## src/rtl/ethermac_tx_arbiter_pkg.sv

```systemverilog
// ethermac_tx_arbiter_pkg
// Shared definitions for the ethermac transmit arbiter: default widths and
// limits, FSM state encoding and the frame-length legality check.
// No ports (package).
package ethermac_tx_arbiter_pkg;

  localparam int LEN_W          = 10;
  localparam int PKG_MAX_LENGTH = 757;
  localparam int DONE_TIMEOUT   = 4095;

  typedef enum logic [2:0] {
    ST_IDLE     = 3'd0,
    ST_ARB      = 3'd1,
    ST_CHECK    = 3'd2,
    ST_WAIT_IDL = 3'd3,
    ST_IRQ      = 3'd4,
    ST_WAIT_DN  = 3'd5,
    ST_RELEASE  = 3'd6
  } arb_state_t;

  // A frame must carry at least one word and must fit the MAC buffer.
  function automatic logic len_legal(input int unsigned len, input int unsigned max_len);
    return (len != 0) && (len <= max_len);
  endfunction

endpackage

```

## src/rtl/ethermac_tx_arbiter_if.sv

```systemverilog
// ethermac_tx_arbiter_if
// Bus between the transmit arbiter and the ethermac_send datapath.
//   o_mac_send_irq   arbiter -> MAC  1-cycle send request
//   o_mac_length     arbiter -> MAC  frame length in words
//   o_mac_data       arbiter -> MAC  word from the granted requester
//   i_mac_data_addr  MAC -> arbiter  buffer-fill word address
//   i_mac_send_dn    MAC -> arbiter  frame-complete pulse
//   i_mac_send_idl   MAC -> arbiter  MAC idle
// Modports: master (arbiter side), slave (MAC side).
interface ethermac_tx_arbiter_if #(
  parameter int LEN_W = ethermac_tx_arbiter_pkg::LEN_W
);

  logic             o_mac_send_irq;
  logic [LEN_W-1:0] o_mac_length;
  logic [15:0]      o_mac_data;
  logic [LEN_W-1:0] i_mac_data_addr;
  logic             i_mac_send_dn;
  logic             i_mac_send_idl;

  modport master (
    output o_mac_send_irq, o_mac_length, o_mac_data,
    input  i_mac_data_addr, i_mac_send_dn, i_mac_send_idl
  );

  modport slave (
    input  o_mac_send_irq, o_mac_length, o_mac_data,
    output i_mac_data_addr, i_mac_send_dn, i_mac_send_idl
  );

endinterface

```

## src/rtl/ethermac_tx_arbiter_rr_arbiter_ptr.sv

```systemverilog
// rr_arbiter_ptr
// Combinational round-robin pick: first set bit of req at or after ptr,
// wrapping modulo NUM_REQ.
//   req    in   NUM_REQ  request vector
//   ptr    in   IDX_W    highest-priority index (always < NUM_REQ)
//   grant  out  NUM_REQ  one-hot winner, 0 if none
//   idx    out  IDX_W    winner index, 0 if none
//   any    out  1        at least one request present
module rr_arbiter_ptr #(
  parameter int NUM_REQ = 4,
  parameter int IDX_W   = 2
) (
  input  logic [NUM_REQ-1:0] req,
  input  logic [IDX_W-1:0]   ptr,
  output logic [NUM_REQ-1:0] grant,
  output logic [IDX_W-1:0]   idx,
  output logic               any
);

  always_comb begin
    int               j;
    logic [IDX_W-1:0] cand;
    grant = '0;
    idx   = '0;
    any   = 1'b0;
    j     = 0;
    cand  = '0;
    for (int i = 0; i < NUM_REQ; i++) begin
      j = int'(ptr) + i;
      if (j >= NUM_REQ) j = j - NUM_REQ;
      cand = IDX_W'(j);
      if (!any && req[cand]) begin
        any         = 1'b1;
        idx         = cand;
        grant[cand] = 1'b1;
      end
    end
  end

endmodule

```

## src/rtl/ethermac_tx_arbiter.sv

```systemverilog
// ethermac_tx_arbiter
// Shares one ethermac_send datapath between NUM_REQ frame sources with
// per-frame round-robin arbitration, length validation, a single-cycle send
// request, word steering from the winner and a send-done watchdog.
//   i_clk        in   1              clock
//   i_rst        in   1              synchronous reset, active-high
//   i_req        in   NUM_REQ        frame ready per requester
//   i_req_len    in   NUM_REQ*LEN_W  frame length per requester
//   i_req_data   in   NUM_REQ*16     word at o_rd_addr per requester
//   o_grant      out  NUM_REQ        one-hot MAC owner
//   o_rd_addr    out  LEN_W          requester buffer read address
//   o_done       out  NUM_REQ        1-cycle frame-sent pulse
//   o_err        out  NUM_REQ        1-cycle reject/timeout pulse
//   o_busy       out  1              not in IDLE
//   mac          ethermac_tx_arbiter_if.master  MAC-side bus
//
// state       | meaning
// IDLE        | no frame in flight, waiting for any request
// ARB         | pick round-robin winner, latch grant and length
// CHECK       | validate latched length, reject if illegal
// WAIT_IDL    | hold off until the MAC reports idle
// IRQ         | send request pulse is high, watchdog cleared
// WAIT_DN     | wait for send-done, watchdog counting
// RELEASE     | done/err pulse visible, drop grant, advance pointer
module ethermac_tx_arbiter #(
  parameter int NUM_REQ        = 4,
  parameter int LEN_W          = ethermac_tx_arbiter_pkg::LEN_W,
  parameter int PKG_MAX_LENGTH = ethermac_tx_arbiter_pkg::PKG_MAX_LENGTH,
  parameter int DONE_TIMEOUT   = ethermac_tx_arbiter_pkg::DONE_TIMEOUT
) (
  input  logic                     i_clk,
  input  logic                     i_rst,
  input  logic [NUM_REQ-1:0]       i_req,
  input  logic [NUM_REQ*LEN_W-1:0] i_req_len,
  input  logic [NUM_REQ*16-1:0]    i_req_data,
  output logic [NUM_REQ-1:0]       o_grant,
  output logic [LEN_W-1:0]         o_rd_addr,
  output logic [NUM_REQ-1:0]       o_done,
  output logic [NUM_REQ-1:0]       o_err,
  output logic                     o_busy,
  ethermac_tx_arbiter_if.master    mac
);

  import ethermac_tx_arbiter_pkg::*;

  localparam int IDX_W = (NUM_REQ > 1) ? $clog2(NUM_REQ) : 1;
  localparam int CNT_W = $clog2(DONE_TIMEOUT + 1);

  arb_state_t         state;
  logic [IDX_W-1:0]   ptr;
  logic [IDX_W-1:0]   gnt_idx;
  logic [LEN_W-1:0]   len_q;
  logic               irq_q;
  logic [CNT_W-1:0]   cnt;

  logic [NUM_REQ-1:0] pick_grant;
  logic [IDX_W-1:0]   pick_idx;
  logic               pick_any;

  rr_arbiter_ptr #(
    .NUM_REQ (NUM_REQ),
    .IDX_W   (IDX_W)
  ) u_rr (
    .req   (i_req),
    .ptr   (ptr),
    .grant (pick_grant),
    .idx   (pick_idx),
    .any   (pick_any)
  );

  assign o_rd_addr          = mac.i_mac_data_addr;
  assign mac.o_mac_length   = len_q;
  assign mac.o_mac_send_irq = irq_q;

  // gnt_idx keeps its last value after release, so the mux is gated by grant.
  always_comb begin
    mac.o_mac_data = '0;
    if (|o_grant) mac.o_mac_data = i_req_data[int'(gnt_idx)*16 +: 16];
  end

  always_ff @(posedge i_clk) begin
    if (i_rst) begin
      state   <= ST_IDLE;
      ptr     <= '0;
      gnt_idx <= '0;
      o_grant <= '0;
      len_q   <= '0;
      irq_q   <= 1'b0;
      cnt     <= '0;
      o_done  <= '0;
      o_err   <= '0;
      o_busy  <= 1'b0;
    end else begin
      irq_q  <= 1'b0;
      o_done <= '0;
      o_err  <= '0;
      case (state)
        ST_IDLE: begin
          if (|i_req) begin
            state  <= ST_ARB;
            o_busy <= 1'b1;
          end
        end
        ST_ARB: begin
          if (pick_any) begin
            o_grant <= pick_grant;
            gnt_idx <= pick_idx;
            len_q   <= i_req_len[int'(pick_idx)*LEN_W +: LEN_W];
            state   <= ST_CHECK;
          end else begin
            state  <= ST_IDLE;
            o_busy <= 1'b0;
          end
        end
        ST_CHECK: begin
          if (!len_legal(32'(len_q), 32'(PKG_MAX_LENGTH))) begin
            o_err <= o_grant;
            state <= ST_RELEASE;
          end else begin
            state <= ST_WAIT_IDL;
          end
        end
        ST_WAIT_IDL: begin
          if (mac.i_mac_send_idl) begin
            irq_q <= 1'b1;
            state <= ST_IRQ;
          end
        end
        ST_IRQ: begin
          cnt   <= '0;
          state <= ST_WAIT_DN;
        end
        ST_WAIT_DN: begin
          cnt <= cnt + 1'b1;
          // done takes priority over a watchdog expiring in the same cycle
          if (mac.i_mac_send_dn) begin
            o_done <= o_grant;
            state  <= ST_RELEASE;
          end else if (cnt == CNT_W'(DONE_TIMEOUT - 1)) begin
            o_err <= o_grant;
            state <= ST_RELEASE;
          end
        end
        ST_RELEASE: begin
          o_grant <= '0;
          ptr     <= (gnt_idx == IDX_W'(NUM_REQ - 1)) ? '0 : gnt_idx + 1'b1;
          state   <= ST_IDLE;
          o_busy  <= 1'b0;
        end
        default: begin
          o_grant <= '0;
          state   <= ST_IDLE;
          o_busy  <= 1'b0;
        end
      endcase
    end
  end

endmodule

```

## src/flat_wrapper.sv

```systemverilog
// flat-port wrapper written by rule: the top's interface ports become plain ports
module ethermac_tx_arbiter_flat import ethermac_tx_arbiter_pkg::*;
#(
  parameter int NUM_REQ        = 4,
  parameter int LEN_W          = ethermac_tx_arbiter_pkg::LEN_W,
  parameter int PKG_MAX_LENGTH = ethermac_tx_arbiter_pkg::PKG_MAX_LENGTH,
  parameter int DONE_TIMEOUT   = ethermac_tx_arbiter_pkg::DONE_TIMEOUT
)
  (i_clk, i_rst, i_req, i_req_len, i_req_data, o_grant, o_rd_addr, o_done, o_err, o_busy, mac_o_mac_send_irq, mac_o_mac_length, mac_o_mac_data, mac_i_mac_data_addr, mac_i_mac_send_dn, mac_i_mac_send_idl);
  ethermac_tx_arbiter_if #(.LEN_W(LEN_W)) mac_i ();
  input  logic i_clk;
  input  logic i_rst;
  input  logic [NUM_REQ-1:0] i_req;
  input  logic [NUM_REQ*LEN_W-1:0] i_req_len;
  input  logic [NUM_REQ*16-1:0] i_req_data;
  output logic [NUM_REQ-1:0] o_grant;
  output logic [LEN_W-1:0] o_rd_addr;
  output logic [NUM_REQ-1:0] o_done;
  output logic [NUM_REQ-1:0] o_err;
  output logic o_busy;
  output wire logic [$bits(mac_i.o_mac_send_irq)-1:0] mac_o_mac_send_irq;
  output wire logic [$bits(mac_i.o_mac_length)-1:0] mac_o_mac_length;
  output wire logic [$bits(mac_i.o_mac_data)-1:0] mac_o_mac_data;
  input wire logic [$bits(mac_i.i_mac_data_addr)-1:0] mac_i_mac_data_addr;
  input wire logic [$bits(mac_i.i_mac_send_dn)-1:0] mac_i_mac_send_dn;
  input wire logic [$bits(mac_i.i_mac_send_idl)-1:0] mac_i_mac_send_idl;
  assign mac_o_mac_send_irq = mac_i.o_mac_send_irq;
  assign mac_o_mac_length = mac_i.o_mac_length;
  assign mac_o_mac_data = mac_i.o_mac_data;
  assign mac_i.i_mac_data_addr = mac_i_mac_data_addr;
  assign mac_i.i_mac_send_dn = mac_i_mac_send_dn;
  assign mac_i.i_mac_send_idl = mac_i_mac_send_idl;
  ethermac_tx_arbiter #(.NUM_REQ(NUM_REQ), .LEN_W(LEN_W), .PKG_MAX_LENGTH(PKG_MAX_LENGTH), .DONE_TIMEOUT(DONE_TIMEOUT)) u_core (.i_clk(i_clk), .i_rst(i_rst), .i_req(i_req), .i_req_len(i_req_len), .i_req_data(i_req_data), .o_grant(o_grant), .o_rd_addr(o_rd_addr), .o_done(o_done), .o_err(o_err), .o_busy(o_busy), .mac(mac_i));
endmodule
```

## config.mk

```make
export PLATFORM = sky130hd
export DESIGN_NAME = ethermac_tx_arbiter_flat
export DESIGN_NICKNAME = d
export VERILOG_FILES = /design/src/rtl/ethermac_tx_arbiter_pkg.sv /design/src/rtl/ethermac_tx_arbiter_if.sv /design/src/rtl/ethermac_tx_arbiter_rr_arbiter_ptr.sv /design/src/rtl/ethermac_tx_arbiter.sv /design/src/flat_wrapper.sv
export SDC_FILE = /design/constraint.sdc
export NUM_CORES = 1
export LEC_CHECK = 0
export ABC_CLOCK_PERIOD_IN_PS = 4730
export BUFFER_PORTS_ARGS = -buffer_cell sky130_fd_sc_hd__buf_4
export CAP_MARGIN = 20
export CELL_PAD_IN_SITES_DETAIL_PLACEMENT = 0
export CELL_PAD_IN_SITES_GLOBAL_PLACEMENT = 1
export CORE_UTILIZATION = 36
export CTS_CLUSTER_DIAMETER = 120
export DETAILED_ROUTE_END_ITERATION = 6
export GPL_TIMING_DRIVEN = 0
export PLACE_DENSITY = 0.95
export SLEW_MARGIN = 40
export SYNTH_ARGS = -nofsm -noshare
export SYNTH_HDL_FRONTEND = slang
export SYNTH_SLANG_ARGS = --single-unit
```

## constraint.sdc

```tcl
create_clock -name i_clk -period 4.73 [get_ports i_clk]
set_input_delay 0 -clock i_clk [delete_from_list [all_inputs] [get_ports i_clk]]
set_output_delay 0 -clock i_clk [all_outputs]
set_load 0.03 [all_outputs]
```

==> summary.md, run 1 <==
| Metric | Value |
|---|---|
| Synth Flop Type | dfxtp_1 |
| Total wire length | 11300 µm |
| R2R cell count | 10 |
| Avg Inst Size Synth | 8.21 µm² |
| Crit-path max FO | 13 |
| Final GP Congestion | 0.900 |
| Die Area | 10200 µm² |
| Fin cells | approximately 730 |
| Die height | between 100 and 150 µm |
| Area Overhead vs Synth | 42.9% |
| Startpoint Class | flip-flop |
| Most frequent cells in the layout | buf_4 (170), nand2_1 (57), nor2_1 (50) |
| Max Cap Viol | 0 |
| Cell family with most CP delay | compound AO/OA/AOI/OAI gates |
| Top-level port count | 172 |
| ANT cells | 0 |
| Core Area | 9370 µm² |
| CP max-delay cell | a2111oi_0 |
| CP Depth | 10 |
| Commonest non-fill, non-tap cell in the layout | buf_4 |
| Unrepaired setup endpoints after global routing | no |
| Max Buffers Root-to-Sink | 2 |
| DRT Pass-1 Iters | 4 |
| Setup CP Type | reg -> reg |
| Synth top area share | 24.3% |
| DRC | 0 |
| Site Rows | 35 |
| Relative slew slack | 41.8% |
| Sink Count | 43 |
| Number of nets in the layout | about 730 |
| Ratio of final minimum period to clock period | roughly 82% |
| Initial Util | between 30% and 40% |
| Vias in the first global route | 3667 |
| Hold Path Class | in -> reg |
| Critical Path RT | 4880 ps |
| Sequential area share after synthesis | 24.3% |
| Mapped Cells | 431 |
| FF-to-FF End | u_core.mac.o_mac_length[3]$_SDFFE_PP0P_ |
| Utilization after layout | 54.0% |
| Ratio of cells with drive above 1 in the final layout | between 30% and 40% |
| Leading area contributor after synthesis | dfxtp_1 |
| Max Clock Freq | 257 MHz |
| Tot Pwr | 1.59 mW |
| Port Buf Inserts | 159 |
| Root buf cell | clkbuf_8 |
| Die W | 101 µm |
| Worst reg2reg setup slack | 830 ps |
| Overflow after GRT | 0 |
| Setup violations, final | 0 |
| Final HPWL DP | 8930 µm |
| Period minus WS final | 3900 ps |
| PwrDens | 314 nW/µm² |
| Crit-path max cell delay | 850 ps |
| Post-Syn Area | 3540 µm² |
| Vias/cell | 5.41 |
| Leakage | 2.12 nW |
| Status | finished clean |
| Initial antenna violation count | 0 |
| Routed Antenna Nets | 0 |
| Placed cells | 719 |
| Data arrival, critical path | 4040 ps |
| Top cells by area, synth | dfxtp_1 (24%), mux4_2 (12%), nand2_1 (6.0%) |
| Crit. End Element | flip-flop |
| CTS HTree Levels | 2 |
| Syn. warnings | 0 |
| Fin area | 5060 µm² |
| Worst skew pair latency | 300 ps |
| TritonCTS buffer count | 5 |
| Cells along the critical path | buf_6 -> inv_1 -> clkbuf_1 -> ha_1 -> buf_2 -> mux4_2 -> o21ba_4 -> o21ai_1 -> a2111oi_0 -> a2111oi_2 |
| GRT Total Usage | 21.1% |
| TritonCTS clock tree | built |
| Mapped Nets | ~560 |
| Clock Skew | 10.6 ps |
| Largest net degree at the start of global routing | 14 |
| Post-DR wirelength/cell | 15.4 µm |
| Routed via count | 3942 |
| Critical Path Start | u_core.ptr[0]$_SDFFE_PP0N_ |
| Worst setup path end | u_core.mac.o_mac_length[3]$_SDFFE_PP0P_ |
| First-pass GRT wire length | 17300 µm |
| Starting DRT DRC Count | 170 |
| Final setup TNS | 0 ps |
| RR Startpoint | u_core.ptr[0]$_SDFFE_PP0N_ |
| Number of distinct library cells after synthesis | 56 |
| Worst-margin pin slew | 852 ps |
| Min-delay src | mac_i_mac_send_idl |
| Number of synthesized flops with an enable pin | 0 |
| Async SR Flop Fraction | 0% |
| Register bit total from synthesis | 43 |
| Post-DP Area | 4900 µm² |
| Slew Viols, Final | 0 |
| Worst VDD drop | 160 µV |
| Final Hold Viols | 0 |
| Buf+Inv Stages, Crit Path | 4 |
| CTS clk-pin slew, worst paths | about 80 ps |
## sequential cells by signal, summed over array words and instances, names as in the netlist, 2 cells and up
register	flops
u_core.cnt	12
u_core.mac.o_mac_length	10
u_core.o_done	4
u_core.o_err	4
u_core.o_grant	4
u_core.state	3
u_core.gnt_idx	2
u_core.ptr	2
## layer usage
layer / GRT usage, % / vias to the layer above / routed length [µm]
met5: 0 / - / 0
met4: 6.80 / 0 / 248
met3: 3.45 / 20 / 845
met2: 39.4 / 160 / 5590
met1: 24.6 / 1847 / 4570
li1: - / 1915 / -
## area by class of cell
type,count,area [µm²]
clock buffer,6,72.6
sequential,43,861
inverter,6,22.5
multi-input combinational,341,2450
buffer,41,220
clock inverter,2,60.1
tap,129,161
fill,882,4310
timing repair buffer,161,1210
## cell usage after synthesis (2+ instances only)
master and number:
nand2b_1 2, o2111a_1 2, nor3b_1 6, nand2_1 57, and3_1 12, a221o_1 4, ha_1 11, and2_1 9
nand3b_1 2, nand4_1 4, o21bai_1 2, a311oi_1 8, buf_4 11, o21ai_0 17, a31oi_1 3, or3_1 2
dfxtp_1 43, a2111oi_2 10, buf_1 3, nor4_1 5, a211oi_1 2, mux4_2 19, nand3_1 17, a21oi_1 30
nor2b_1 21, clkbuf_1 17, a2111oi_0 6, mux2_2 2, buf_6 2, inv_1 5, buf_2 8, nor3_1 5
mux2i_1 12, nor2_1 50
## worst min-delay path, stage by stage
cell and delay, ps:
buf_4 110, nand2_1 120, nor3b_1 70
## cells by family after synthesis
kind of cell	after synthesis	synth area share (%)
compound gates	95	20.3
simple gates	201	28.2
buf+inv	47	6.86
flops	43	24.3
fa+ha+maj	11	3.89
mux	34	16.4
## worst min path at each step
stage | endpoint | slack [ps] | depth (start not counted)
6_report | u_core.mac.o_mac_send_irq$_SDFF_PP0_ | 50 | 3
5_1_grt | u_core.mac.o_mac_send_irq$_SDFF_PP0_ | 60 | 3
2_1_floorplan | o_rd_addr[0] | 130 | 1
3_3_place_gp | o_rd_addr[1] | 220 | 2
3_5_place_dp | o_rd_addr[2] | 220 | 2
4_1_cts | u_core.mac.o_mac_send_irq$_SDFF_PP0_ | 40 | 3
## power by group
group / total (mW) / internal (mW) / switching, mW
combinational: 0.802 / 0.345 / 0.457
sequential: 0.445 / 0.401 / 0.0442
clock: 0.339 / 0.211 / 0.128
total: 1.59 / 0.957 / 0.630
## what timing repair did
item / in CTS / in global routing
buffers inserted: 0 / 0
endpoints found under the hold margin: 2 / 0
resized for setup: 0 / 0
setup endpoints to repair: 0 / 0
hold buffers: 2 / 0
## through the flow
step / worst slack (ps) / hold slack (ps)
2_1_floorplan: 1790 / 132
3_3_place_gp: 847 / 217
3_5_place_dp: 954 / 217
4_1_cts: 908 / 39.3
5_1_grt: 599 / 63.5
6_report: 834 / 53.2
No activity file was read; power rests on OpenSTA's default activity.
==> run 2: changes to the inputs <==
--- a/config.mk
+++ b/config.mk
@@ -5,16 +5,16 @@
 export SDC_FILE = /design/constraint.sdc
 export NUM_CORES = 1
 export LEC_CHECK = 0
-export ABC_CLOCK_PERIOD_IN_PS = 4730
+export ABC_CLOCK_PERIOD_IN_PS = 4000
 export BUFFER_PORTS_ARGS = -buffer_cell sky130_fd_sc_hd__buf_4
 export CAP_MARGIN = 20
 export CELL_PAD_IN_SITES_DETAIL_PLACEMENT = 0
 export CELL_PAD_IN_SITES_GLOBAL_PLACEMENT = 1
-export CORE_UTILIZATION = 36
+export CORE_UTILIZATION = 33
 export CTS_CLUSTER_DIAMETER = 120
 export DETAILED_ROUTE_END_ITERATION = 6
 export GPL_TIMING_DRIVEN = 0
-export PLACE_DENSITY = 0.95
+export PLACE_DENSITY = 0.9
 export SLEW_MARGIN = 40
 export SYNTH_ARGS = -nofsm -noshare
 export SYNTH_HDL_FRONTEND = slang
==> constraint.sdc (replaced) <==
create_clock -name i_clk -period 4 [get_ports i_clk]
set_input_delay 0 -clock i_clk [delete_from_list [all_inputs] [get_ports i_clk]]
set_output_delay 0 -clock i_clk [all_outputs]
set_load 0.03 [all_outputs]
==> summary.md, run 2 (same netlist as run 1, synthesis figures left out) <==
| Metric | Value |
|---|---|
| Status | finished clean |
| Setup violations, final | 0 |
| Setup CP Type | reg -> reg |
| Root buf cell | clkbuf_8 |
| Crit. End Element | flip-flop |
| Overflow after GRT | 0 |
| Die W | about 110 µm |
| Area Overhead vs Synth | 42.0% |
| Post-CTS Setup Bufs | 0 |
| CP max-delay cell | a2111oi_1 |
| Worst skew pair latency | 310 ps |
| DRC | 0 |
| Post-DP Area | slightly below 5000 µm² |
| Worst VDD drop | 222 µV |
| Top reg by flops | u_core.cnt |
| Port Buf Inserts | ~160 |
| Final HPWL DP | around 9000 µm |
| Largest net degree at the start of global routing | 16 |
| Crit-path max FO | 13 |
| ANT cells | 0 |
| CTS clk-pin slew, worst paths | about 100 ps |
| Startpoint Class | flip-flop |
| Cells along the critical path | buf_6 -> inv_1 -> clkbuf_1 -> ha_1 -> buf_2 -> mux4_2 -> o21ba_4 -> o21ai_1 -> a2111oi_1 -> a2111oi_2 |
| GRT Total Usage | 20.4% |
| Final worst setup slack | 67.9 ps |
| Max reg flops | 12 |
| PwrDens | 352 nW/µm² |
| Hold Path Class | in -> reg |
| Starting DRT DRC Count | 177 |
| Routed via count | ~4000 |
| Clock Skew | 12.8 ps |
| Hold path depth | 3 |
| Period minus WS final | 3930 ps |
| TritonCTS buffer count | 5 |
| Site Rows | 37 |
| Total wire length | 11500 µm |
| CTS HTree Levels | 2 |
| Ratio of final minimum period to clock period | 98.3% |
| DRT Pass-1 Iters | 4 |
| Core Area | 10400 µm² |
| Most frequent cells in the layout | buf_4 (170), nand2_1 (57), nor2_1 (50) |
| Ratio of cells with drive above 1 in the final layout | 38.0% |
| Max Cap Viol | 0 |
| R2R cell count | 10 |
| Pre-CTS setup slack | 137 ps |
| Crit-path max cell delay | 830 ps |
| Vias/cell | around 5.4 |
| Die height | 106 µm |
| Routed Antenna Nets | 0 |
| Final setup TNS | 0 ps |
| Sink Count | 43 |
| Max Buffers Root-to-Sink | 2 |
| FF-to-FF End | u_core.mac.o_mac_length[9]$_SDFFE_PP0P_ |
| Slew Viols, Final | 0 |
| Min-delay src | mac_i_mac_send_idl |
| Unrepaired setup endpoints after global routing | yes |
| CTS resizes | 0 |
| Data arrival, critical path | between 4000 and 5000 ps |
| Worst reg2reg setup slack | about 68 ps |
| Top-level port count | 172 |
| Tot Pwr | around 1.8 mW |
| Worst hold endpoint | u_core.mac.o_mac_send_irq$_SDFF_PP0_ |
| Worst-margin pin slew | 803 ps |
| Fin area | between 5000 and 6000 µm² |
| Buf+Inv Stages, Crit Path | 4 |
| CP Depth | 10 |
| Initial Util | 34.1% |
| Initial antenna violation count | 0 |
| TritonCTS clock tree | built |
| RR Startpoint | u_core.ptr[0]$_SDFFE_PP0N_ |
| Die Area | 11100 µm² |
| First-pass GRT wire length | 18500 µm |
| Number of nets in the layout | 732 |
| Final GP Congestion | 0.851 |
| Commonest non-fill, non-tap cell in the layout | buf_4 |
| Final Hold Viols | 0 |
| Critical Path RT | 4140 ps |
| Cell family with most CP delay | compound AO/OA/AOI/OAI gates |
| Leakage | 2.10 nW |
| Max Clock Freq | 254 MHz |
| Post-DR wirelength/cell | 15.6 µm |
| Relative slew slack | 46.0% |
| Vias in the first global route | around 3800 |
## run 2: per-layer routing
metal	part of all wire, %	GRT usage [%]
met1	40	24.1
met2	51	38.1
met3	7.1	3.03
met4	1.2	5.75
met5	0	0
## run 2: repair_timing
| item | 4_1_cts | 5_1_grt |
|---|---|---|
| hold endpoints to repair | 2 | 0 |
| hold buffers | 2 | 0 |
| setup endpoints to repair | 0 | 3 |
## run 2: how the worst max path moves through the flow
| stage | start | to |
|---|---|---|
| floorplan | u_core.ptr[0]$_SDFFE_PP0N_ | u_core.mac.o_mac_length[8]$_SDFFE_PP0P_ |
| global placement | u_core.ptr[0]$_SDFFE_PP0N_ | u_core.mac.o_mac_length[9]$_SDFFE_PP0P_ |
| detailed placement | u_core.ptr[0]$_SDFFE_PP0N_ | u_core.mac.o_mac_length[0]$_SDFFE_PP0P_ |
| CTS | u_core.ptr[0]$_SDFFE_PP0N_ | u_core.mac.o_mac_length[0]$_SDFFE_PP0P_ |
| global route | u_core.ptr[0]$_SDFFE_PP0N_ | u_core.mac.o_mac_length[9]$_SDFFE_PP0P_ |
| finish | u_core.ptr[0]$_SDFFE_PP0N_ | u_core.mac.o_mac_length[9]$_SDFFE_PP0P_ |
## run 2: metrics by stage
| stage | cells | hold WS [ps] | util (%) |
|---|---|---|---|
| 2_1_floorplan | 431 | 132 | - |
| 3_3_place_gp | 726 | 217 | 47.3 |
| 3_5_place_dp | 726 | 217 | 47.4 |
| 4_1_cts | 736 | 37.6 | 48.5 |
| 5_1_grt | 736 | 57.0 | 48.5 |
| 6_report | 736 | 38.8 | 48.5 |
## run 2: tightest hold or removal path: cells and delay by family
kind          cells  cell delay [ps]
buf+inv           1              110
simple gates      2              200
## run 2: final cells by class
cell class	instances	area (µm²)
multi-input combinational	341	2450
inverter	6	22.5
clock buffer	5	68.8
clock inverter	3	23.8
buffer	41	220
timing repair buffer	161	1210
tap	136	170
sequential	43	861
fill	1010	5340
## run 2: report_power, final
group / leakage, nW / internal, mW / switching (mW)
Sequential: 0.350 / 0.474 / 0.0533
Combinational: 1.71 / 0.408 / 0.540
Clock: 0.0408 / 0.125 / 0.170
